===== config.mk =====
export PLATFORM = sky130hd
export DESIGN_NAME = mips_store_buffer_flat
export DESIGN_NICKNAME = d
export VERILOG_FILES = /design/src/rtl/mips_store_buffer_if.sv /design/src/rtl/mips_store_buffer.sv /design/src/flat_wrapper.sv
export SDC_FILE = /design/constraint.sdc
export NUM_CORES = 1
export LEC_CHECK = 0
export CAP_MARGIN = 10
export CORE_AREA = 2 2 300 228
export CTS_BUF_LIST = sky130_fd_sc_hd__clkbuf_4 sky130_fd_sc_hd__clkbuf_8
export DETAILED_ROUTE_END_ITERATION = 8
export DIE_AREA = 0 0 302 230
export PLACE_DENSITY_LB_ADDON = 0.12
export SYNTH_ARGS = -nofsm -noshare
export SYNTH_HDL_FRONTEND = slang
export SYNTH_SLANG_ARGS = --single-unit

===== constraint.sdc =====
create_clock -name clk -period 9.7 [get_ports clk]
set_clock_uncertainty 0.15 [all_clocks]
set_input_delay 2.91 -clock clk [delete_from_list [all_inputs] [get_ports clk]]
set_output_delay 2.91 -clock clk [all_outputs]
set_load 0.005 [all_outputs]

===== src/rtl/mips_store_buffer_if.sv =====
// mips_store_buffer_if: core store/load port plus memory drain port of the store buffer
interface mips_store_buffer_if #(
    parameter int DEPTH = 4,
    parameter int AW    = 32,
    parameter int DW    = 32
);
    logic                     memwrite;
    logic [AW-1:0]            dataadr;
    logic [DW-1:0]            writedata;
    logic                     stall;
    logic                     fwd_hit;
    logic [DW-1:0]            fwd_data;
    logic                     mem_we;
    logic [AW-1:0]            mem_addr;
    logic [DW-1:0]            mem_wdata;
    logic                     mem_ready;
    logic [$clog2(DEPTH):0]   count;
    logic                     align_err;
    modport master (
        output memwrite, dataadr, writedata, mem_ready,
        input  stall, fwd_hit, fwd_data, mem_we, mem_addr, mem_wdata, count, align_err
    );
    modport slave (
        input  memwrite, dataadr, writedata, mem_ready,
        output stall, fwd_hit, fwd_data, mem_we, mem_addr, mem_wdata, count, align_err
    );
endinterface


===== src/rtl/mips_store_buffer.sv =====
// mips_store_buffer: in-order posted-write FIFO with youngest-entry coalescing and load forwarding
module mips_store_buffer #(
    parameter int DEPTH = 4,
    parameter int AW    = 32,
    parameter int DW    = 32
) (
    input logic                clk,
    input logic                reset,
    mips_store_buffer_if.slave sb
);
    localparam int PW = $clog2(DEPTH);
    localparam logic [PW:0] FULL_CNT = (PW+1)'(DEPTH);
    logic [AW-1:0]    addr_q [DEPTH];
    logic [DW-1:0]    data_q [DEPTH];
    logic [DEPTH-1:0] valid_q;
    logic [PW-1:0]    head_q, head_d, tail_q, tail_d, yng;
    logic [PW:0]      count_q, count_d;
    logic             align_q, align_d;
    logic             aligned, full, pop, coalesce, push, alloc, hit;
    logic [DW-1:0]    fdata;

    always_comb begin
        yng      = tail_q - PW'(1);
        aligned  = sb.dataadr[1:0] == 2'b00;
        full     = count_q == FULL_CNT;
        pop      = valid_q[head_q] && sb.mem_ready;
        // a lone entry leaving this cycle cannot absorb a merge, so the store allocates behind it
        coalesce = sb.memwrite && aligned && count_q != '0
                   && addr_q[yng][AW-1:2] == sb.dataadr[AW-1:2]
                   && !(count_q == (PW+1)'(1) && pop);
        push     = sb.memwrite && aligned && (!full || coalesce);
        alloc    = push && !coalesce;
        head_d   = pop ? head_q + PW'(1) : head_q;
        tail_d   = alloc ? tail_q + PW'(1) : tail_q;
        count_d  = count_q + (PW+1)'(alloc) - (PW+1)'(pop);
        align_d  = align_q || (sb.memwrite && !aligned);
    end

    always_comb begin
        hit   = 1'b0;
        fdata = '0;
        for (int i = 0; i < DEPTH; i++) begin
            if (valid_q[head_q + PW'(i)] && addr_q[head_q + PW'(i)][AW-1:2] == sb.dataadr[AW-1:2]) begin
                hit   = 1'b1;
                fdata = data_q[head_q + PW'(i)];
            end
        end
    end

    always_ff @(posedge clk) begin
        if (reset) begin
            head_q  <= '0;
            tail_q  <= '0;
            count_q <= '0;
            valid_q <= '0;
            align_q <= 1'b0;
        end else begin
            head_q  <= head_d;
            tail_q  <= tail_d;
            count_q <= count_d;
            align_q <= align_d;
            if (pop) valid_q[head_q] <= 1'b0;
            if (alloc) begin
                valid_q[tail_q] <= 1'b1;
                addr_q[tail_q]  <= sb.dataadr;
                data_q[tail_q]  <= sb.writedata;
            end
            if (coalesce) data_q[yng] <= sb.writedata;
        end
    end

    assign sb.stall     = sb.memwrite && aligned && full && !coalesce;
    assign sb.fwd_hit   = hit && !sb.memwrite;
    assign sb.fwd_data  = sb.fwd_hit ? fdata : '0;
    assign sb.mem_we    = valid_q[head_q];
    assign sb.mem_addr  = valid_q[head_q] ? addr_q[head_q] : '0;
    assign sb.mem_wdata = valid_q[head_q] ? data_q[head_q] : '0;
    assign sb.count     = count_q;
    assign sb.align_err = align_q;
endmodule


===== src/flat_wrapper.sv =====
// flat-port wrapper written by rule: the top's interface ports become plain ports
module mips_store_buffer_flat 
#(
    parameter int DEPTH = 4,
    parameter int AW    = 32,
    parameter int DW    = 32
)
  (clk, reset, sb_memwrite, sb_dataadr, sb_writedata, sb_mem_ready, sb_stall, sb_fwd_hit, sb_fwd_data, sb_mem_we, sb_mem_addr, sb_mem_wdata, sb_count, sb_align_err);
  mips_store_buffer_if #(.DEPTH(DEPTH), .AW(AW), .DW(DW)) sb_i ();
  input logic clk;
  input logic reset;
  input wire logic [$bits(sb_i.memwrite)-1:0] sb_memwrite;
  input wire logic [$bits(sb_i.dataadr)-1:0] sb_dataadr;
  input wire logic [$bits(sb_i.writedata)-1:0] sb_writedata;
  input wire logic [$bits(sb_i.mem_ready)-1:0] sb_mem_ready;
  output wire logic [$bits(sb_i.stall)-1:0] sb_stall;
  output wire logic [$bits(sb_i.fwd_hit)-1:0] sb_fwd_hit;
  output wire logic [$bits(sb_i.fwd_data)-1:0] sb_fwd_data;
  output wire logic [$bits(sb_i.mem_we)-1:0] sb_mem_we;
  output wire logic [$bits(sb_i.mem_addr)-1:0] sb_mem_addr;
  output wire logic [$bits(sb_i.mem_wdata)-1:0] sb_mem_wdata;
  output wire logic [$bits(sb_i.count)-1:0] sb_count;
  output wire logic [$bits(sb_i.align_err)-1:0] sb_align_err;
  assign sb_i.memwrite = sb_memwrite;
  assign sb_i.dataadr = sb_dataadr;
  assign sb_i.writedata = sb_writedata;
  assign sb_i.mem_ready = sb_mem_ready;
  assign sb_stall = sb_i.stall;
  assign sb_fwd_hit = sb_i.fwd_hit;
  assign sb_fwd_data = sb_i.fwd_data;
  assign sb_mem_we = sb_i.mem_we;
  assign sb_mem_addr = sb_i.mem_addr;
  assign sb_mem_wdata = sb_i.mem_wdata;
  assign sb_count = sb_i.count;
  assign sb_align_err = sb_i.align_err;
  mips_store_buffer #(.DEPTH(DEPTH), .AW(AW), .DW(DW)) u_core (.clk(clk), .reset(reset), .sb(sb_i));
endmodule

=== After elaboration in Yosys (flattened, before gate mapping) ===
Memory sizes are Yosys's and may differ from the RTL's. A register that Yosys moved wholly into a read port is not among the register bits.
Index checks and enable logic that the tools add are counted.

* Register bits: 12
* Bits in latches: 0
* Memory bits (writable): 256
* ROM bits: 0
* Input bits: 68
* Output and inout bits: 103
* Logic and storage cells: 98
* Memories kept: 2

* Add/subtract/negate cells: 7
* Multipliers: 0
* Div/mod/pow operators: 0
* Order comparisons: 7
* Equal/unequal tests: 7
* Shift-type cells: 0
* Muxes and demuxes: 39
* Bitwise operators: 3
* Reduce and logical (&&, ||, !) cells: 28

{| class="wikitable"
|+ Memories
! name !! words !! width !! rd ports !! clocked after memory_dff !! write ports !! line !! text
|-
| u_core.addr_q || 4 || 32 || 5 || 1 || 1 || mips_store_buffer.sv:13 || <nowiki>logic [AW-1:0] addr_q [DEPTH];</nowiki>
|-
| u_core.data_q || 4 || 32 || 4 || 1 || 1 || mips_store_buffer.sv:14 || <nowiki>logic [DW-1:0] data_q [DEPTH];</nowiki>
|}

{| class="wikitable"
|+ Operator list
! kind !! count
|-
| 32-bit 2-to-1 mux || 8
|-
| 30-bit equality test || 5
|-
| 32-bit OR reduction || 1
|-
| 1-bit logical AND || 18
|-
| 1-bit 2-to-1 mux || 17
|-
| 2-bit by 3-bit < comparator with 1-bit output (second input constant) || 5
|-
| 4-bit 2-to-1 mux || 3
|-
| 2-bit 2-to-1 mux || 5
|-
| 1-bit binary-select mux with 2-bit select || 4
|-
| 1-bit logical NOT || 5
|-
| 2-bit by 1-bit adder with 2-bit output (second input constant) || 2
|-
| 2-bit adder (second input constant) || 2
|-
| 4-bit AND || 1
|-
| 1-bit demux with 2-bit select || 2
|-
| 2-bit by 1-bit greater-or-equal comparator with 1-bit output (second input constant) || 2
|-
| 4-bit inverter || 1
|-
| 4-bit OR || 1
|-
| 3-bit by 1-bit adder with 3-bit output || 1
|-
| 3-bit by 1-bit equality test with 1-bit output (second input constant) || 1
|-
| 3-bit equality test (second input constant) || 1
|-
| 3-bit nonzero test || 1
|-
| 3-bit by 1-bit subtractor with 3-bit output || 1
|-
| 2-bit logical NOT || 1
|-
| 1-bit logical OR || 2
|-
| 2-bit by 1-bit subtractor with 2-bit output (second input constant) || 1
|}

=== Logic depth before layout (Yosys ltp) ===
Gate-level depths: netlist (run 1).

* Depth in word-level cells: 13
* Gate-level depth with buffers: 21
* Mapped depth without buffers: 15

=== Worst setup path before layout (run 1) ===
OpenSTA, ideal clock, no wires.

* Path type: input-to-output
* From: input port sb_dataadr[24]
* To: output port sb_fwd_data[10]
* Data arrival time: 5.389 ns
* Required time: 6.640 ns
* Setup slack: 1.251 ns
* Stages on the path: 10
* Buffers on the path: 3
* Cell sequence: clkbuf_1 o22ai_1 a2111oi_0 nor2_1 or4_1 clkbuf_1 o32a_1 nor3b_2 buf_6 a2111oi_2

* Cells in the longest elaborated chain, start to end: 8
* Elaborated cells on any way between the ends: 18

{| class="wikitable"
|+ Ends and longest elaborated chain
! what !! line !! text
|-
| from (decl) || flat_wrapper.sv:13 || <nowiki>input wire logic [$bits(sb_i.dataadr)-1:0] sb_dataadr;</nowiki>
|-
| 30-bit equality test || mips_store_buffer.sv:43 || <nowiki>if (valid_q[head_q + PW'(i)] && addr_q[head_q + PW'(i)][AW-1:2] == sb.dataadr[AW-1:2]) begin</nowiki>
|-
| 1-bit logical AND || mips_store_buffer.sv:43 ||
|-
| 1-bit 2-to-1 mux (4 in a row) || mips_store_buffer.sv:43 ||
|-
| 1-bit logical AND || mips_store_buffer.sv:73 || <nowiki>assign sb.fwd_hit = hit && !sb.memwrite;</nowiki>
|-
| 32-bit 2-to-1 mux (*) || mips_store_buffer.sv:74 || <nowiki>assign sb.fwd_data = sb.fwd_hit ? fdata : '0;</nowiki>
|-
| to (decl) || flat_wrapper.sv:18 || <nowiki>output wire logic [$bits(sb_i.fwd_data)-1:0] sb_fwd_data;</nowiki>
|}

Every way passes the cells marked *; elsewhere a longest branch is shown, timed or not.

=== Final worst setup path (run 1) ===
* From: input port sb_dataadr[29]
* To: output port sb_fwd_data[18]

The elaborated chain is that of the path after synthesis.

==> flow_metrics.py, run 1 <==
metrics = {
    "routing": {
        "wirelength_um": 73900,
        "firstDrtPassIters": 7,
        "route.detailed.drc": 0,
        "met3WireLength_um": 7100,
        "via_per_inst": 5.72,
        "ant_nets": 0,
        "drt_iter0_markers": 1225,
        "vias": 15130,
        "wl_met2_um": 31900,
        "wl_per_cell_um": 28.0,
        "wl_met1_um": 32900,
        "top_layer": "met5",
    },
    "power_and_ir_drop": {
        "switching_power_uw": 848,
        "powerDensity_nw_per_um2": 124,
        "swShare_pct": 27.8,
        "seqPwrFrac_pct": 42.8,
        "pwr-share-clk_pct": 39.8,
        "ir_drop_v": 0.0000836,
        "comb_power_share_pct": 17.4,
        "p_leak_uw": 0.00756,
        "p_int_uw": 2210,
    },
    "floorplanning": {
        "die_area_um2": 69500,
        "ios": 171,
        "initial_core_util_pct": 29.9,
        "die_h_um": 230,
        "core-area_um2": 66400,
        "rows": 82,
        "chipWidth_um": 302,
    },
    "clock_network": {
        "cts.sinks": 270,
        "cts_tree": "yes",
        "h-tree-depth": 2,
        "clk_latency_ns": 0.68,
        "postCtsHoldBufs": 0,
        "cts-root-buf": "clkbuf_8",
        "cts-buffers-inserted": 51,
        "clk_pin_slew_ns": 0.06,
        "clockBufferDepth": 3,
    },
    "synth": {
        "synth_compound_area_share_pct": 8.17,
        "synth_top_family_by_area": "multiplexers",
        "yosysTopAreaCell": "edfxtp_1",
        "synthTopCellsByArea": "edfxtp_1, mux4_2, mux2i_1",
        "yosysMostFrequentCell": "edfxtp_1",
        "synth-xor-area-share_pct": 5.65,
        "synthMuxAreaShare_pct": 31.2,
        "synthSimpleGateAreaFrac_pct": 9.83,
        "synth_fp_nets": 1569,
        "postSynthAreaPerCell_um2": 13.3,
        "yosys_warnings": 0,
        "synth-seq-area-share_pct": 40.2,
        "synthArstFlopShare_pct": 0,
        "synth-seq-cells": 270,
        "synth_commonest_cells": "edfxtp_1, mux4_2, xnor2_1, mux2i_1, nor2_1",
        "synthFlopType": "edfxtp_1",
        "postSynthCellCount": 1490,
        "synthAdderAreaFrac_pct": 0.732,
        "synth.top_cell.area_share_pct": 38.8,
        "synth_edf_count": 256,
        "syn_area_um2": 19800,
        "ys_types": 67,
    },
    "global_route": {
        "grt_pass1_vias": 14997,
        "grt_max_degree": 88,
        "grt_overflow_total": 0,
        "grt_pass1_wl_um": 107000,
        "grt_usage_pct": 21.2,
        "antenna_found_initial": 6,
    },
    "setup_path": {
        "cp.required_ns": 6.64,
        "arrival_ns": 6.53,
        "crit_fanout": 12,
        "cp-end-kind": "output pin",
        "cp-start-kind": "input pin",
        "path_class": "in2out",
    },
    "sta": {
        "finalWorstSetupSlack_ns": 0.112,
        "whs_ns": 0.304,
        "worstMarginPinSlew_ns": 1.06,
        "setup_viol": 0,
        "slew_violations": 0,
        "grt_setup_unrepaired": "yes",
        "final-hold-violation-count": 0,
        "period_needed_ns": 9.59,
        "fin_crit_sh_pct": 98.8,
        "fmax_ghz": 0.104,
        "slew_headroom_pct": 29.2,
    },
    "status": {
        "outcome": "complete, no violations",
    },
    "placement": {
        "place_ws_ns": -0.542,
        "placed_area_um2": 23300,
        "place.gp.congestion": 0.974,
        "hpwlAfterDp_um": 50100,
        "io_buffers": 170,
    },
    "cells_and_area": {
        "final_cell_area_um2": 24600,
        "n_fill_cell": 6397,
        "drive_above_1_share_pct": 30.5,
        "final_nets": 1797,
        "synthToLayoutAreaGrowth_pct": 24.3,
    },
    "min_path": {
        "hold_class": "reg2reg",
    },
    "run": {
        "maxCapViolCount": 0,
    },
}
-- per-stage QoR --
step	setup TNS, ns	instances	total power [µW]	utilization, %
after detailed placement	-9.67	2542	1860	35.1
after global placement	-11.45	2542	1860	35.1
after floorplan	0	1490	1630	-
after CTS	0	2637	3090	36.8
after global routing	-0.112	2643	3170	37.1
final	0	2643	3050	37.1
-- power groups by stage --
stage	Sequential [µW]	Combinational, µW	Clock [µW]
floorplan	1320	309	0
global placement	1330	528	0
detailed placement	1330	526	0
CTS	1310	531	1250
global route	1310	567	1300
finish	1310	532	1220
-- registers in the layout (all words and copies together) (netlist names), named ones only --
register             cells
u_core.sb.align_err      1
u_core.tail_q            2
u_core.sb.count          3
u_core.data_q          128
u_core.addr_q          128
u_core.valid_q           4
u_core.head_q            2
-- worst max-delay path: stages --
cell	delay, ns
clkdlybuf4s50_1	0.47
buf_4	0.20
a22o_1	0.23
or4_1	0.52
a221oi_2	0.31
nand4_1	0.17
nor4_4	0.24
buf_12	0.22
buf_4	0.17
nand3_1	0.10
a2111oi_2	0.41
clkdlybuf4s50_1	0.56
-- layout by cell type, fill, tap and decap left out, types with 9 or more instances in the layout --
| cell type | instances |
|---|---|
| mux2i_1 | 92 |
| clkbuf_4 | 14 |
| clkdlybuf4s50_1 | 143 |
| xnor2_1 | 104 |
| edfxtp_1 | 256 |
| nand2_1 | 67 |
| inv_1 | 21 |
| o211ai_1 | 9 |
| a211oi_1 | 37 |
| nand3_1 | 72 |
| nor3_1 | 39 |
| a2111oi_2 | 25 |
| and2_1 | 58 |
| o2bb2ai_1 | 9 |
| mux4_2 | 229 |
| nand4_1 | 19 |
| o22ai_1 | 10 |
| buf_12 | 17 |
| clkbuf_8 | 52 |
| a21oi_1 | 13 |
| xor2_1 | 24 |
| dfxtp_1 | 9 |
| buf_4 | 136 |
| ha_1 | 9 |
| nor2_1 | 92 |
| clkinv_2 | 11 |
| dlymetal6s2s_1 | 26 |
| clkinv_1 | 11 |
| nor4_1 | 9 |
-- cells by family (layout without fill, tap and decap cells) --
kind of cell               count (synthesis)  after routing
and+or+nand+nor                          392            392
xor gates and xnor gates                 128            128
other                                      0              2
DFF                                      270            270
muxes                                    331            331
buffers and inverters                    173            442
adders and majority gates                 11             11
AOI/OAI and AO/OA                        185            185
-- layer usage --
metal,vias up,GRT usage [%]
met5,-,1.54
met4,10,6.00
met3,121,6.48
met2,702,30.3
met1,7809,30.5
li1,6488,-
-- area by class of cell --
type | count | area (µm²) | area share (%)
multi-input combinational | 1047 | 11200 | 45.6
sequential | 270 | 7980 | 32.4
timing repair buffer | 324 | 3130 | 12.7
tap | 882 | 1100 | 4.48
clock buffer | 66 | 821 | 3.33
clock inverter | 28 | 260 | 1.06
inverter | 24 | 90.1 | 0.366
antenna | 2 | 5.00 | 0.0203
-- worst paths after layout --
path | from | to | slack [ns] | depth (start not counted)
min reg2reg | u_core.sb.align_err | u_core.sb.align_err | 0.30 | 2
max reg2reg | u_core.head_q[0] | u_core.addr_q[1][14] | 4.31 | 15
min | u_core.sb.align_err | u_core.sb.align_err | 0.30 | 2
max | sb_dataadr[29] | sb_fwd_data[18] | 0.11 | 12
-- what timing repair did --
action / 4_1_cts / 5_1_grt
cloned: 0 / 0
buffers inserted: 1 / 4
pin swaps: 0 / 4
gates resized for setup: 4 / 44
setup endpoints to repair: 33 / 32
No activity file was read; power rests on OpenSTA's default activity.
==> inputs of run 2 (changes only) <==
--- a/config.mk
+++ b/config.mk
@@ -10,7 +10,9 @@
 export CTS_BUF_LIST = sky130_fd_sc_hd__clkbuf_4 sky130_fd_sc_hd__clkbuf_8
 export DETAILED_ROUTE_END_ITERATION = 8
 export DIE_AREA = 0 0 302 230
+export GPL_ROUTABILITY_DRIVEN = 0
 export PLACE_DENSITY_LB_ADDON = 0.12
+export SETUP_SLACK_MARGIN = 0.3
 export SYNTH_ARGS = -nofsm -noshare
 export SYNTH_HDL_FRONTEND = slang
 export SYNTH_SLANG_ARGS = --single-unit
==> run 2 against run 1 <==
Final cell count decreased by 0.19%. Sequential share of layout area up 0.064 points. Power grew 1.0%. Utilization fell by 0.073 points. Critical path depth up 1. Wire length rose by 0.40%. Count of clock-buffer cells in the layout is 2 higher. Critical endpoint is now sb_fwd_data[26]. Largest cell class unchanged. Highest routed layer unchanged.
==> flow_metrics.py, run 2 (synthesis gave the netlist of run 1 again) <==
metrics = {
    "min_path": {
        "hold_class": "reg2reg",
    },
    "clock_network": {
        "cts.sinks": 270,
        "h-tree-depth": 2,
        "cts-root-buf": "clkbuf_8",
        "clk_pin_slew_ns": 0.05,
        "clk_latency_ns": 0.70,
        "postCtsHoldBufs": 0,
        "cts-buffers-inserted": 54,
        "cts_tree": "yes",
        "clockBufferDepth": 3,
    },
    "global_route": {
        "grt_use_met1_pct": 30.6,
        "grt_pass1_vias": 14965,
        "grt_busiest_layer": "met2",
        "grt_usage_pct": 21.2,
        "antenna_found_initial": 7,
        "met2_usage_pct": 30.6,
        "met3_usage_pct": 6.53,
        "grt_max_degree": 113,
        "grt_pass1_wl_um": 107000,
        "grt_overflow_total": 0,
    },
    "setup_path": {
        "critPathSlowestCell": "or4_1",
        "slowest_delay_ns": 0.59,
        "crit_fanout": 31,
        "arrival_ns": 6.27,
        "cp-end-kind": "output pin",
        "path_class": "in2out",
        "path_cells": "clkdlybuf4s50_1 > buf_12 > nor2_1 > a211oi_1 > nor2_1 > or4_1 > buf_4 > or3_1 > buf_12 > a211oi_2 > a2111oi_4 > buf_4 > dlygate4sd2_1",
        "cp-start-kind": "input pin",
        "r2r_slack_ns": 4.53,
        "cp.required_ns": 6.64,
    },
    "run": {
        "maxCapViolCount": 0,
    },
    "sta": {
        "slew_headroom_pct": 36.6,
        "setup_viol": 0,
        "grt_setup_unrepaired": "yes",
        "fin_crit_sh_pct": 96.2,
        "worstMarginPinSlew_ns": 0.950,
        "whs_ns": 0.312,
        "fmax_ghz": 0.107,
        "slew_violations": 0,
        "period_needed_ns": 9.33,
        "final-hold-violation-count": 0,
    },
    "cells_and_area": {
        "final_cell_area_um2": 24600,
        "largestRegisters": "u_core.addr_q x128, u_core.data_q x128, u_core.valid_q x4",
        "final_nets": 1793,
        "post-route-util_pct": 37.0,
        "final_cells": 2638,
        "mostFrequentLayoutCell": "edfxtp_1",
        "synthToLayoutAreaGrowth_pct": 24.0,
        "final_cell_mix": "edfxtp_1, mux4_2, buf_4, clkdlybuf4s50_1, xnor2_1",
        "drive_above_1_share_pct": 30.9,
    },
    "power_and_ir_drop": {
        "switching_power_uw": 841,
        "pwr-share-clk_pct": 40.5,
        "ir_drop_v": 0.000103,
        "powerDensity_nw_per_um2": 125,
        "p_int_uw": 2240,
        "swShare_pct": 27.3,
        "p_leak_uw": 0.00726,
        "comb_power_share_pct": 17.1,
        "seqPwrFrac_pct": 42.4,
    },
    "routing": {
        "route.detailed.drc": 0,
        "vias": 15173,
        "via_per_inst": 5.75,
        "ant_nets": 0,
        "firstDrtPassIters": 5,
        "drt_iter0_markers": 1501,
        "wirelength_um": 74200,
        "wl_per_cell_um": 28.1,
    },
    "floorplanning": {
        "initial_core_util_pct": 29.9,
        "die_area_um2": 69500,
        "ios": 171,
        "chipWidth_um": 302,
        "core-area_um2": 66400,
        "die_h_um": 230,
        "rows": 82,
    },
    "placement": {
        "dp_cells": 2530,
        "hpwlAfterDp_um": 49500,
        "placed_area_um2": 23200,
        "io_buffers": 170,
    },
    "status": {
        "outcome": "complete, no violations",
    },
}
## run 2: cell type report
| type | instances | area [µm²] |
|---|---|---|
| Tap cell | 882 | 1100 |
| Antenna cell | 1 | 2.50 |
| Timing Repair Buffer | 317 | 2980 |
| Multi-Input combinational cell | 1047 | 11300 |
| Inverter | 24 | 90.1 |
| Sequential cell | 270 | 7980 |
| Clock inverter | 29 | 272 |
| Clock buffer | 68 | 848 |
| Fill cell | 6386 | 41800 |
## run 2: through the flow
stage / TNS, ns / worst slack, ns / total power [µW]
detailed placement: -4.48 / -0.365 / 1850
finish: 0 / 0.371 / 3090
floorplan: 0 / 1.25 / 1630
global route: 0 / 0.298 / 3210
global placement: -7.19 / -0.462 / 1860
CTS: 0 / 0.190 / 3130
## run 2: repair_timing
item                                    CTS  global route
gates cloned                              1             0
gates resized for setup                  72            24
pin swaps                                16            14
endpoints found under the setup margin   33            15
setup buffers                             9             0
## run 2: power groups by stage
| stage | Sequential (µW) | Combinational [µW] | Clock (µW) |
|---|---|---|---|
| 2_1_floorplan | 1320 | 309 | 0 |
| 3_3_place_gp | 1330 | 523 | 0 |
| 3_5_place_dp | 1330 | 521 | 0 |
| 4_1_cts | 1310 | 527 | 1290 |
| 5_1_grt | 1310 | 560 | 1340 |
| 6_report | 1310 | 528 | 1250 |
## run 2: worst max-delay path: cells and delay by family
kind | cells | cell delay (ns)
AND/OR/NAND/NOR | 4 | 1.10
buffers and inverters | 6 | 1.50
AO/OA/AOI/OAI | 3 | 0.69
## run 2: routing by layer
metal / wire, µm / up-vias
li1: - / 6476
met1: 33100 / 7922
met2: 32400 / 654
met3: 6970 / 109
met4: 1670 / 12
met5: 78 / -
## run 2: path summary, 6_finish.rpt
path | start | endpoint | cells past startpoint
hold / removal | u_core.sb.align_err | u_core.sb.align_err | 2
setup / recovery | sb_dataadr[25] | sb_fwd_data[26] | 13
setup reg to reg | u_core.head_q[0] | u_core.addr_q[3][29] | 13
hold reg to reg | u_core.sb.align_err | u_core.sb.align_err | 2
==> variant: new RTL, flow settings as in run 2 <==
`DW` is set to 32 in 3 places; all go to 64.
--- a/src/rtl/mips_store_buffer_if.sv
+++ b/src/rtl/mips_store_buffer_if.sv
@@ -2,7 +2,7 @@
 interface mips_store_buffer_if #(
     parameter int DEPTH = 4,
     parameter int AW    = 32,
-    parameter int DW    = 32
+    parameter int DW    = 64
 );
     logic                     memwrite;
     logic [AW-1:0]            dataadr;
--- a/src/rtl/mips_store_buffer.sv
+++ b/src/rtl/mips_store_buffer.sv
@@ -2,7 +2,7 @@
 module mips_store_buffer #(
     parameter int DEPTH = 4,
     parameter int AW    = 32,
-    parameter int DW    = 32
+    parameter int DW    = 64
 ) (
     input logic                clk,
     input logic                reset,
--- a/src/flat_wrapper.sv
+++ b/src/flat_wrapper.sv
@@ -3,7 +3,7 @@
 #(
     parameter int DEPTH = 4,
     parameter int AW    = 32,
-    parameter int DW    = 32
+    parameter int DW    = 64
 )
   (clk, reset, sb_memwrite, sb_dataadr, sb_writedata, sb_mem_ready, sb_stall, sb_fwd_hit, sb_fwd_data, sb_mem_we, sb_mem_addr, sb_mem_wdata, sb_count, sb_align_err);
   mips_store_buffer_if #(.DEPTH(DEPTH), .AW(AW), .DW(DW)) sb_i ();
Interface: changed (resized sb_fwd_data, sb_mem_wdata and sb_writedata); port bits go from 171 to 267. No check against the original RTL was run, so the function may have changed too.
==> variant against run 2 <==
  * Total power rose by 38%
  * Wire length rose by 31%
  * Setup slack got worse by 0.059 ns
  * Synthesized cell count rose by 47%
  * Synthesized area rose by 38%
  * Sequential cell count rose by 128
  * Design area rose by 38%
  * Worst hold slack got worse by 0.0093 ns
  * Largest cell class unchanged
  * Largest power group unchanged
==> variant: results (changes against run 2) <==
- Status: completed
- DR vias/cell: 6.41 (+11%)
- Fmax: 107 MHz (-0.63%)
- CP max FO: 33 (+6.5%)
- Layout cells sized above 1: 27.9% (-3.0 points)
- Antenna violations before repair: 10 (+3)
- Mapped Nets: 2306 (+47%)
- Pre-CTS WS: -0.204 ns (+0.161 ns)
- Total Wirelength: 97200 µm (+31%)
- Reg2reg start: u_core.head_q[1]$_SDFFE_PP0P_
- Total CTS buffers: 72 (+33%)
- Placed instance area: 0.0319 mm² (+38%)
- First-pass iteration count of the detailed router: 8 (+3)
- FILL cells: 5654 (-11%)
- CP arrival: 6.33 ns (+0.06 ns)
- Layout Nets: 2605 (+45%)
- Gr usage total: 27.6% (+6.4 points)
- Top cells by count, synth: 384 x edfxtp_1, 223 x mux4_2, 164 x nor2_1
- Placed Cells: 3279 (+30%)
- Port bufs: 266 (+56%)
- EDFF count, synth: 384 (+50%)
- Cells after synthesis: 2195 (+47%)
- First-pass GRT wire length: 143000 µm (+33%)
- R2R setup slack: 3.84 ns (-0.69 ns)
- R2r endpoint: u_core.sb.count[2]$_SDFF_PP0_
==> variant: cell types whose count changed in the layout (fill, tap and decap cells not counted), sizes merged, moves of 66 or more <==
cell / before / now
a21oi: 15 / 142
a221oi: 7 / 73
inv: 24 / 95
clkdlybuf4s50: 123 / 191
nor2: 93 / 164
edfxtp: 256 / 384
==> variant: repair_timing <==
item | in CTS | in global routing
setup endpoints to repair | 64 | 64
gates resized for setup | 103 | 63
gates cloned | 3 | 0
setup buffers | 11 | 9
pin swaps | 5 | 14
==> variant: kinds of logic (layout without fill, tap and decap cells) <==
kind of cell    Yosys count  in the layout  synth area share [%]
other cells               0              6                     0
mux                     452            452                  27.0
flops                   398            398                  43.1
xor+xnor                130            130                  4.16
compound gates          493            493                  13.7
buf+inv                 315            666                  4.92
simple gates            396            396                  6.52
fa+ha+maj                11             11                 0.530
==> variant: per-stage QoR <==
stage / total power [µW] / TNS (ns)
after CTS: 4280 / 0
after global placement: 2570 / -0.131
after floorplan: 2320 / 0
after detailed placement: 2570 / -0.204
final: 4260 / 0
after global routing: 4400 / 0
==> variant: final cells by class <==
| type | count | area [µm²] | share of cell area, % |
|---|---|---|---|
| Inverter | 93 | 352 | 1.03 |
| Timing Repair Buffer | 447 | 4540 | 13.3 |
| Sequential cell | 398 | 11800 | 34.8 |
| Tap cell | 882 | 1100 | 3.25 |
| Multi-Input combinational cell | 1482 | 14700 | 43.1 |
| Clock inverter | 34 | 353 | 1.04 |
| Clock buffer | 92 | 1150 | 3.39 |
| Antenna cell | 6 | 15.0 | 0.0442 |
==> variant: power breakdown <==
group	switching [µW]	leakage, µW	internal, µW	total, µW
clock network	738	0.000777	967	1710
registers	21.6	0.00358	1900	1920
logic	344	0.00634	286	630
==> variant: how the worst max path moves through the flow <==
stage	end	from
after detailed placement	sb_fwd_data[2]	sb_dataadr[24]
after CTS	sb_fwd_data[2]	sb_dataadr[28]
after global placement	sb_fwd_data[2]	sb_dataadr[31]
after global routing	sb_fwd_data[57]	sb_dataadr[22]
after floorplan	sb_fwd_data[13]	sb_dataadr[31]
final	sb_fwd_data[47]	sb_dataadr[22]
==> variant: critical path, cell delays in order <==
cell             delay (ns)
clkdlybuf4s50_1        0.51
buf_12                 0.18
o22ai_1                0.12
mux2_2                 0.33
nor4b_2                0.31
nand3_2                0.22
buf_12                 0.24
a2111oi_0              0.42
o211ai_1               0.15
a221oi_2               0.31
clkdlybuf4s50_1        0.57
==> variant: layer usage <==
layer | GRT usage [%] | vias up
li1 | - | 9344
met1 | 40.9 | 11264
met2 | 40.2 | 1230
met3 | 7.19 | 162
met4 | 6.71 | 10
met5 | 0 | -
